--- config.mk ---
export PLATFORM = sky130hd
export DESIGN_NAME = neuron_feeder
export DESIGN_NICKNAME = d
export VERILOG_FILES = /design/src/rtl/neuron_feeder.sv
export SDC_FILE = /design/constraint.sdc
export NUM_CORES = 1
export LEC_CHECK = 0
export ABC_AREA = 1
export BUFFER_PORTS_ARGS = -buffer_cell sky130_fd_sc_hd__buf_2
export CAP_MARGIN = 10
export CORE_MARGIN = 5
export CORE_UTILIZATION = 40
export CTS_BUF_LIST = sky130_fd_sc_hd__clkbuf_16
export DETAILED_ROUTE_END_ITERATION = 8
export GPL_ROUTABILITY_DRIVEN = 0
export PLACE_DENSITY = 0.71
export SLEW_MARGIN = 0
export SYNTH_ARGS = -nofsm -noshare
export SYNTH_HDL_FRONTEND = slang
export SYNTH_SLANG_ARGS = --single-unit
--- constraint.sdc ---
create_clock -name clk -period 1.6 [get_ports clk]
set_input_delay 0.08 -clock clk [delete_from_list [all_inputs] [get_ports clk]]
set_output_delay 0.08 -clock clk [all_outputs]
set_load 0.02 [all_outputs]
--- src/rtl/neuron_feeder.sv ---
// Initiator-side driver for the Neuron start_/end_ handshake: gathers N_INPUTS samples,
// fires the neuron, waits (with a watchdog) for its answer and hands it downstream.
module neuron_feeder #(
    parameter int N_INPUTS = 9,
    parameter int IN_W     = 9,
    parameter int TIMEOUT  = 255,
    parameter int TO_W     = 8
) (
    input  logic                     clk,
    input  logic                     rst,
    input  logic                     in_valid,
    output logic                     in_ready,
    input  logic [IN_W-1:0]          in_data,
    output logic                     nrn_start_,
    output logic [N_INPUTS*IN_W-1:0] nrn_inputs,
    input  logic                     nrn_out,
    input  logic                     nrn_end_,
    output logic                     res_valid,
    input  logic                     res_ready,
    output logic                     res_data,
    output logic                     res_timeout,
    output logic                     busy
);

    localparam int CNT_W = (N_INPUTS > 1) ? $clog2(N_INPUTS) : 1;
    localparam logic [CNT_W-1:0] LAST_IDX  = CNT_W'(N_INPUTS - 1);
    localparam logic [TO_W-1:0]  WDOG_LAST = TO_W'(TIMEOUT - 1);

    typedef enum logic [1:0] {
        S_LOAD,
        S_FIRE,
        S_WAIT,
        S_HOLD
    } state_t;

    state_t           r_state;
    state_t           w_state_next;
    logic [CNT_W-1:0] r_count;
    logic [TO_W-1:0]  r_wdog;
    logic [IN_W-1:0]  r_elem [N_INPUTS];
    logic             r_res_data;
    logic             r_res_timeout;

    logic             w_accept;
    logic             w_last;
    logic             w_to_hit;

    assign w_last   = (r_count == LAST_IDX);
    assign w_to_hit = (r_wdog == WDOG_LAST);

    always_ff @(posedge clk) begin
        if (rst) begin
            r_state <= S_LOAD;
        end else begin
            r_state <= w_state_next;
        end
    end

    always_comb begin
        w_state_next = r_state;
        in_ready     = 1'b0;
        nrn_start_   = 1'b0;
        busy         = 1'b0;
        res_valid    = 1'b0;
        w_accept     = 1'b0;
        case (r_state)
            S_LOAD: begin
                // Held low while reset is applied so upstream never sees a dropped accept.
                in_ready = ~rst;
                w_accept = in_valid & ~rst;
                if (w_accept && w_last) begin
                    w_state_next = S_FIRE;
                end
            end
            S_FIRE: begin
                nrn_start_   = 1'b1;
                busy         = 1'b1;
                w_state_next = S_WAIT;
            end
            S_WAIT: begin
                busy = 1'b1;
                if (nrn_end_ || w_to_hit) begin
                    w_state_next = S_HOLD;
                end
            end
            S_HOLD: begin
                res_valid = 1'b1;
                if (res_ready) begin
                    w_state_next = S_LOAD;
                end
            end
            default: w_state_next = S_LOAD;
        endcase
    end

    always_ff @(posedge clk) begin
        if (rst) begin
            r_count       <= '0;
            r_wdog        <= '0;
            r_res_data    <= 1'b0;
            r_res_timeout <= 1'b0;
        end else begin
            case (r_state)
                S_LOAD: begin
                    if (w_accept) begin
                        r_count <= w_last ? '0 : r_count + 1'b1;
                    end
                end
                S_FIRE: begin
                    r_wdog <= '0;
                end
                S_WAIT: begin
                    // A real completion wins over the watchdog firing in the same cycle.
                    if (nrn_end_) begin
                        r_res_data    <= nrn_out;
                        r_res_timeout <= 1'b0;
                    end else if (w_to_hit) begin
                        r_res_data    <= 1'b0;
                        r_res_timeout <= 1'b1;
                    end else begin
                        r_wdog <= r_wdog + 1'b1;
                    end
                end
                default: ;
            endcase
        end
    end

    generate
        for (genvar gi = 0; gi < N_INPUTS; gi++) begin : g_elem
            always_ff @(posedge clk) begin
                if (rst) begin
                    r_elem[gi] <= '0;
                end else if (w_accept && (r_count == CNT_W'(gi))) begin
                    r_elem[gi] <= in_data;
                end
            end
            assign nrn_inputs[gi*IN_W +: IN_W] = r_elem[gi];
        end
    endgenerate

    assign res_data    = r_res_data;
    assign res_timeout = r_res_timeout;

endmodule

-- Yosys cells after proc, flatten, opt, wreduce, memory -nomap -nowiden
Memories as Yosys holds them, arrays and structs flattened.
Cells that the tools add are included.
- register bits after elaboration: 16
- bits in latches: 0
- RAM bits: 81
- bits in read-only memories: 0
- output and inout port bits: 87
- word-level logic and storage cells: 111
- memories: 1
- memory list (memory ; depth ; width ; rd ports ; clocked after memory_dff ; write ports ; line ; text):
    r_elem ; 9 ; 9 ; 9 ; 0 ; 9 ; 40 ; logic [IN_W-1:0] r_elem [N_INPUTS];
- $add $sub $neg: 2
- $mul: 0
- div/mod/pow operators: 0
- $lt $le $gt $ge: 0
- eq/ne operators: 17
- shift operators: 0
- muxes and demuxes: 55
- bitwise gates (word level): 11
- reductions and logical operators: 20
- operators with widths (kind ; number):
    two-way mux 9 bit ; 9
    two-way mux 1 bit ; 38
    == test 4 x 3 -> 1 bit, second input constant ; 4
    two-way mux 8 bit ; 2
    one-hot mux 8 bit (2 select lines) ; 1
    logical AND 1 bit ; 10
    != test 2 bit, second input constant ; 5
    bitwise OR 1 bit ; 9
    adder 8 x 1 -> 8 bit, second input constant ; 1
    == test 4 x 2 -> 1 bit, second input constant ; 2
    == test 8 bit, second input constant ; 1
    one-hot mux 2 bit (4 select lines) ; 1
    two-way mux 2 bit ; 3
    AND reduction 3 bit ; 2
    adder 4 x 1 -> 4 bit, second input constant ; 1
    == test 2 bit, second input constant ; 2
    == test 4 x 1 -> 1 bit, second input constant ; 1
    == test 4 bit, second input constant ; 1
    zero test 4 bit ; 1
    two-way mux 4 bit ; 1
    AND reduction 2 bit ; 2
    nonzero test 2 bit ; 2
    == test 2 x 1 -> 1 bit, second input constant ; 1
    zero test 2 bit ; 1
    4 further kinds ; 4

-- Logic depth before layout (Yosys ltp)
Gate-level depths: netlist of the first run.
- depth after elaboration: 8
- mapped depth: 10
- depth with buffers taken out: 10

-- Worst setup path before layout of the first run
OpenSTA, ideal clock, no wires.
- kind: register to register
- start point: register r_state[0]
- end point: memory r_elem[0][0], enable pin
- arrival time: 1492 ps
- required time: 1266 ps
- path slack: -226 ps
- cell stages (with the launch flop): 9
- clock period less this slack: 1826 ps
- cell sequence: dfxtp_1 inv_1 ha_1 inv_1 nor2_4 nand2_4 inv_2 nand3_2 nand2_1
- RTL lines (item ; line ; text):
    from (decl) ; 36 ; state_t r_state;
    from (signal assigned) ; 55 ; r_state <= w_state_next;
    to (decl) ; 40 ;

==> metrics.txt, run 1 <==
worst IR drop on VDD 0.000860 V; min-delay src nrn_out; share of the yosys chip area belonging to registers 70.0%; CTS root buf clkbuf_16; Post-Syn Instances 328; GRT Overall Usage 15.5%; Hold WC Path Type in -> reg; Reg clk slew, reported paths 0.07 ns; Initial DRT Pass Iterations 5; final net count 482; Starting Density 40.6%; vias in the first global route 2571; I/O pin cnt 102; Placed Instances 573; CTS tree yes; status complete, no violations; power per standard cell area 1230 mW/mm²; worst reg2reg endpoint r_elem[7][2]$_SDFFCE_PN0P_; Worst-Skew Late Latency 0.34 ns; final worst-path cycle share 96.6%; Initial DRC Count 137; final slew viol count 0; clock skew 0.00453 ns; Syn Area/Cell 12.0 µm²; Num CTS Buffers 9; routed len/inst 15.0 µm; Antenna Nets Post-Route 0; NetSw 1.92 mW; die area 0.0119 mm²; vias per cell 4.66; CP Capture Type flip-flop; Reg2Reg Launch Point r_state[0]$_SDFFE_PP0P_; fin cells 594; Clock Path Buffers 2; hold depth 3; final worst setup slack 0.0549 ns; yosys warns 0; Die Height 109 µm; Rel. slew slack 70.1%; WL final 8920 µm; largest net degree at the start of global routing 18; fin crit period 1.55 ns; row cnt 36; initial antenna violation count 0; worst slew pin tran 0.446 ns; FMAX 647 MHz; DP Worst Slack 0.0107 ns; diode count 0; syn_nets 354; Reg2Reg Depth 9; Critical Setup Path Class reg -> reg; Final Hold Vio Count 0; sw frac 30.0%; layout cells sized above 1 38.6%; sequential power share 46.8%; FILL cells 824; clk sinks 97; synthesis-stage register bit count 97; Post-Syn Area 0.00393 mm²; clock power share 31.1%; Finish-stage setup viols 0; internal power 4.48 mW; vias after detailed routing 2770; core box area 0.00968 mm²; Synth-to-Final Area Change 32.0%; hpwl dp 6330 µm; Gate power share 22.1%; Worst Path Required 1.79 ns; WHS 0.0115 ns; GR Overflow Total 0; H-tree levels 3; Hold EP res_data$_SDFFE_PP0P_; Die Wd 109 µm; first-pass GRT wire length 13800 µm; Max Cap Viol 0; RSZ-0062 raised after global routing yes; synth unique cells 28; r2r setup slk 0.05 ns; Max FO, Critical Path 9; PortBufs 101; CP arrival 1.73 ns; Worst setup SP type flip-flop; Remaining DRCs 0; Leakage 2.20 nW
[kinds of logic (layout without fill, tap and decap cells)]
logic type	Yosys count	after routing	share of synthesized area, %
and+or+nand+nor	165	165	19.4
DFF	97	97	70.0
buffers and inverters	34	167	4.01
AOI/OAI and AO/OA	17	17	2.16
adders and majority gates	11	11	3.50
xor gates and xnor gates	4	4	0.892
[power by group through the flow]
stage          combinational, mW  clock [mW]  sequential, mW
2_1_floorplan              0.731           0            3.22
3_3_place_gp                1.30           0            3.04
3_5_place_dp                1.33           0            3.05
4_1_cts                     1.33        2.03            2.99
5_1_grt                     1.56        2.16            3.01
6_report                    1.41        1.99            3.00
[worst max path at each step]
stage / slack [ns] / startpoint / cells past startpoint / end
5_1_grt: -0.04 / r_state[0]$_SDFFE_PP0P_ / 9 / r_elem[7][1]$_SDFFCE_PN0P_
3_3_place_gp: 0.05 / r_state[1]$_SDFFE_PP0P_ / 7 / r_elem[8][2]$_SDFFCE_PN0P_
4_1_cts: 0.04 / r_state[1]$_SDFFE_PP0P_ / 8 / r_elem[7][7]$_SDFFCE_PN0P_
2_1_floorplan: -0.07 / r_state[1]$_SDFFE_PP0P_ / 8 / r_elem[8][0]$_SDFFCE_PN0P_
3_5_place_dp: 0.01 / r_state[1]$_SDFFE_PP0P_ / 7 / r_elem[8][0]$_SDFFCE_PN0P_
6_report: 0.05 / r_state[0]$_SDFFE_PP0P_ / 9 / r_elem[7][2]$_SDFFCE_PN0P_
[critical path: stages (launching register included)]
cell and delay (ns):
dfxtp_2 0.32, inv_2 0.08, ha_4 0.14, inv_2 0.04, nor2_4 0.10, nand2_4 0.11, nor3_4 0.25, nand2_4 0.11
buf_6 0.15, nor2_1 0.09
[registers in the layout, summed over array words and instances, names as in the netlist]
register and count:
res_timeout 1, r_count 4, r_state 2, r_wdog 8, res_data 1, r_elem 81
[cells in the final DEF, fill, tap and decap left out, types with 2 or more instances in the layout]
master      instances
inv_8               3
nand4_1             2
inv_4               2
nand2_4             9
dfxtp_1            13
dfxtp_2             3
inv_1              15
nor2_1             93
clkbuf_16           9
xor2_1              2
ha_1               10
xnor2_1             2
nand3_4             8
o21ai_0             5
inv_2               2
edfxtp_1           81
nor2_4              2
nand2_8             2
nand2_1            25
buf_2             101
nor2_2              3
a21oi_1            11
clkinvlp_4          2
buf_4              19
nand3_1            13
clkinv_2            2
clkinv_1            9
[cells in the mapped netlist (all sizes together)]
cell type,number,area (µm²)
nor2,98,383
edfxtp,81,2430
nand2,37,159
nand3,22,150
inv,21,86.3
dfxtp,16,320
a21oi,11,55.1
ha,11,138
clkinv,9,33.8
o21ai,6,30.0
buf,4,37.5
nor3,3,31.3
nand4,2,12.5
xnor2,2,17.5
xor2,2,17.5
nand3b,1,7.51
nor3b,1,12.5
or2,1,6.26
[layer usage]
metal  track usage (%)  wire length, µm  up-vias
li1                  -                -     1357
met1              21.4             3700     1278
met2              23.2             4130      124
met3              4.26              974       11
met4              6.22              114        0
met5                 0                0        -
[metrics by stage]
step           power [mW]  cell area [µm²]  utilization, %  setup TNS, ns
6_report             6.40             5190            53.6              0
5_1_grt              6.73             5190            53.6         -0.497
4_1_cts              6.36             5100            52.7              0
3_5_place_dp         4.37             4820            49.8              0
3_3_place_gp         4.35             4820            49.8              0
2_1_floorplan        3.95             4080               -          -1.34
[cell type report]
type                       instances  area, µm²  area share [%]
inverter                          30        133            2.56
timing repair buffer             121        659            12.7
clock buffer                       9        225            4.34
sequential                        97       2760            53.1
tap                              133        166            3.21
multi-input combinational        197       1190            23.0
clock inverter                     7       53.8            1.04
[timing repair]
action | CTS | global route
buffers inserted | 0 | 5
endpoints found under the setup margin | 9 | 133
pin swaps | 0 | 5
hold buffers | 0 | 0
resized for setup | 1 | 12
Power figures use the tool's default switching activity.
==> run 2, diff against run 1 <==
--- a/config.mk
+++ b/config.mk
@@ -9,11 +9,11 @@
 export BUFFER_PORTS_ARGS = -buffer_cell sky130_fd_sc_hd__buf_2
 export CAP_MARGIN = 10
 export CORE_MARGIN = 5
-export CORE_UTILIZATION = 40
+export CORE_UTILIZATION = 30
 export CTS_BUF_LIST = sky130_fd_sc_hd__clkbuf_16
 export DETAILED_ROUTE_END_ITERATION = 8
 export GPL_ROUTABILITY_DRIVEN = 0
-export PLACE_DENSITY = 0.71
+export PLACE_DENSITY = 0.57
 export SLEW_MARGIN = 0
 export SYNTH_ARGS = -nofsm -noshare
 export SYNTH_HDL_FRONTEND = slang
==> metrics.txt, run 2 (synthesis gave the netlist of run 1 again) <==
final net count 483 (+0.21%); FMAX 664 MHz (+2.7%); GR Overflow Total 0 (unchanged); CP Capture Type flip-flop; Worst setup SP type flip-flop; largest net degree at the start of global routing 16 (-2); initial antenna violation count 0 (unchanged); Rel. slew slack 69.4% (-0.71 points); RSZ-0062 raised after global routing no; Finish-stage setup viols 0 (unchanged); die area 0.0155 mm² (+30%); Initial DRC Count 200 (+46%); Worst-Skew Late Latency 0.34 ns (about the same); CTS root buf clkbuf_16; Hold WC Path Type in -> reg; vias in the first global route 2775 (+7.9%); final slew viol count 0 (unchanged); vias after detailed routing 2800 (+1.1%); core box area 0.0127 mm² (+31%); worst slew pin tran 0.456 ns (+0.0106 ns); Final Hold Vio Count 0 (unchanged); Die Height 124 µm (+14%); power per standard cell area 1230 mW/mm² (-0.27%); Starting Density 30.9% (-9.7 points); Leakage 2.21 nW (+0.60%); Power Total 6.44 mW (+0.65%); Reg2Reg Launch Point r_state[0]$_SDFFE_PP0P_; final worst setup slack 0.0949 ns (+0.0400 ns); routed len/inst 14.3 µm (-4.8%); Crit path largest cell delay 0.32 ns (about the same); largest reg by FF count r_elem; worst IR drop on VDD 0.000801 V (-6.8%); H-tree levels 3 (unchanged); max FFs per register 81 (unchanged); I/O pin cnt 102 (unchanged); most frequent cells in the layout 101 x buf_2, 93 x nor2_1, 81 x edfxtp_1; diode count 0 (unchanged); row cnt 41 (+14%); Reg clk slew, reported paths 0.06 ns (about the same); Regs by FF count r_elem x81, r_wdog x8, r_count x4; Die Wd 124 µm (+14%); fin crit period 1.51 ns (-0.0400 ns); Worst Path Required 1.65 ns (-0.14 ns); Synth-to-Final Area Change 33.2%; Initial DRT Pass Iterations 4 (-1); clk sinks 97 (unchanged); Post-CTS Hold Fix Bufs 0 (unchanged); DP Worst Slack 0.00849 ns (-0.00223 ns); clock skew 0.00822 ns (+0.00369 ns); WL final 9040 µm (+1.4%); Antenna Nets Post-Route 0 (unchanged); CP arrival 1.56 ns (-0.17 ns); Buf+Inv Stages, Crit Path 2 (-1); first-pass GRT wire length 14700 µm (+7.1%); Critical Setup Path Class reg -> reg; CTS tree yes; status complete, no violations; final worst-path cycle share 94.1% (-2.5 points); Num CTS Buffers 9 (unchanged); critical path's top delay family simple AND/OR/NAND/NOR gates; vias per cell 4.42 (-5.1%); Crit-path slowest cell dfxtp_2; PortBufs 101 (unchanged); layout cells sized above 1 37.7% (-0.87 points); GRT Overall Usage 11.9% (-3.6 points); hpwl dp 6620 µm (+4.7%); Max FO, Critical Path 9 (unchanged); commonest non-fill, non-tap cell in the layout buf_2; crit-path cells inv_2 -> ha_4 -> inv_2 -> nor2_4 -> nand2_4 -> nor3_4 -> nand2_4 -> nand2_8; Crit. Startpoint r_state[0]$_SDFFE_PP0P_; Max Cap Viol 0 (unchanged); Remaining DRCs 0 (unchanged); min-delay src nrn_out; Clock Path Buffers 2 (unchanged)
run 2: changes by cell type in the layout (fill, tap and decap cells not counted), sizes merged:
cell      delta
bufinv       +1
buf          +1
clkinv       -1
clkinvlp     -2
inv          +1
run 2: final cells by class:
type,count,area [µm²]
Inverter,30,128
Clock inverter,6,58.8
Tap cell,172,215
Sequential cell,97,2760
Fill cell,1256,7490
Timing Repair Buffer,122,667
Clock buffer,9,225
Multi-Input combinational cell,197,1190
run 2: worst paths after layout:
path / end / depth (start not counted) / slack (ns)
max reg2reg: r_elem[7][4]$_SDFFCE_PN0P_ / 8 / 0.09
min reg2reg: res_timeout$_SDFFE_PP0P_ / 2 / 0.46
max: r_elem[7][4]$_SDFFCE_PN0P_ / 8 / 0.09
min: res_data$_SDFFE_PP0P_ / 3 / 0.03
run 2: tightest hold or removal path, delay by kind of cell:
family	cells	cell delay, ns
and+or+nand+nor	1	0.07
buffers and inverters	1	0.10
AOI/OAI and AO/OA	1	0.06
run 2: through the flow:
step	area [µm²]	setup TNS [ns]	util (%)	hold slack, ns	instances
after detailed placement	4890	0	38.4	0.374	614
after global routing	5240	0	41.1	0.0196	633
after CTS	5170	0	40.6	0.0112	629
final	5240	0	41.1	0.0262	633
after floorplan	4080	-1.34	-	0.246	328
after global placement	4890	0	38.4	0.357	614
run 2: what timing repair did:
item | 4_1_cts | 5_1_grt
setup endpoints to repair | 0 | 85
resized for setup | 0 | 9
setup buffers | 0 | 4
run 2: where the power goes:
group | switching (mW) | internal (mW) | total, mW
clock network | 0.866 | 1.20 | 2.06
registers | 0.0754 | 2.92 | 3.00
logic | 0.920 | 0.459 | 1.38
run 2: per-layer routing:
layer	part of all wire [%]	GRT usage (%)	routed length, µm
met1	46	15.9	4160
met4	1.6	4.71	147
met5	0	0	0
met3	6.7	3.69	603
met2	46	18.1	4130
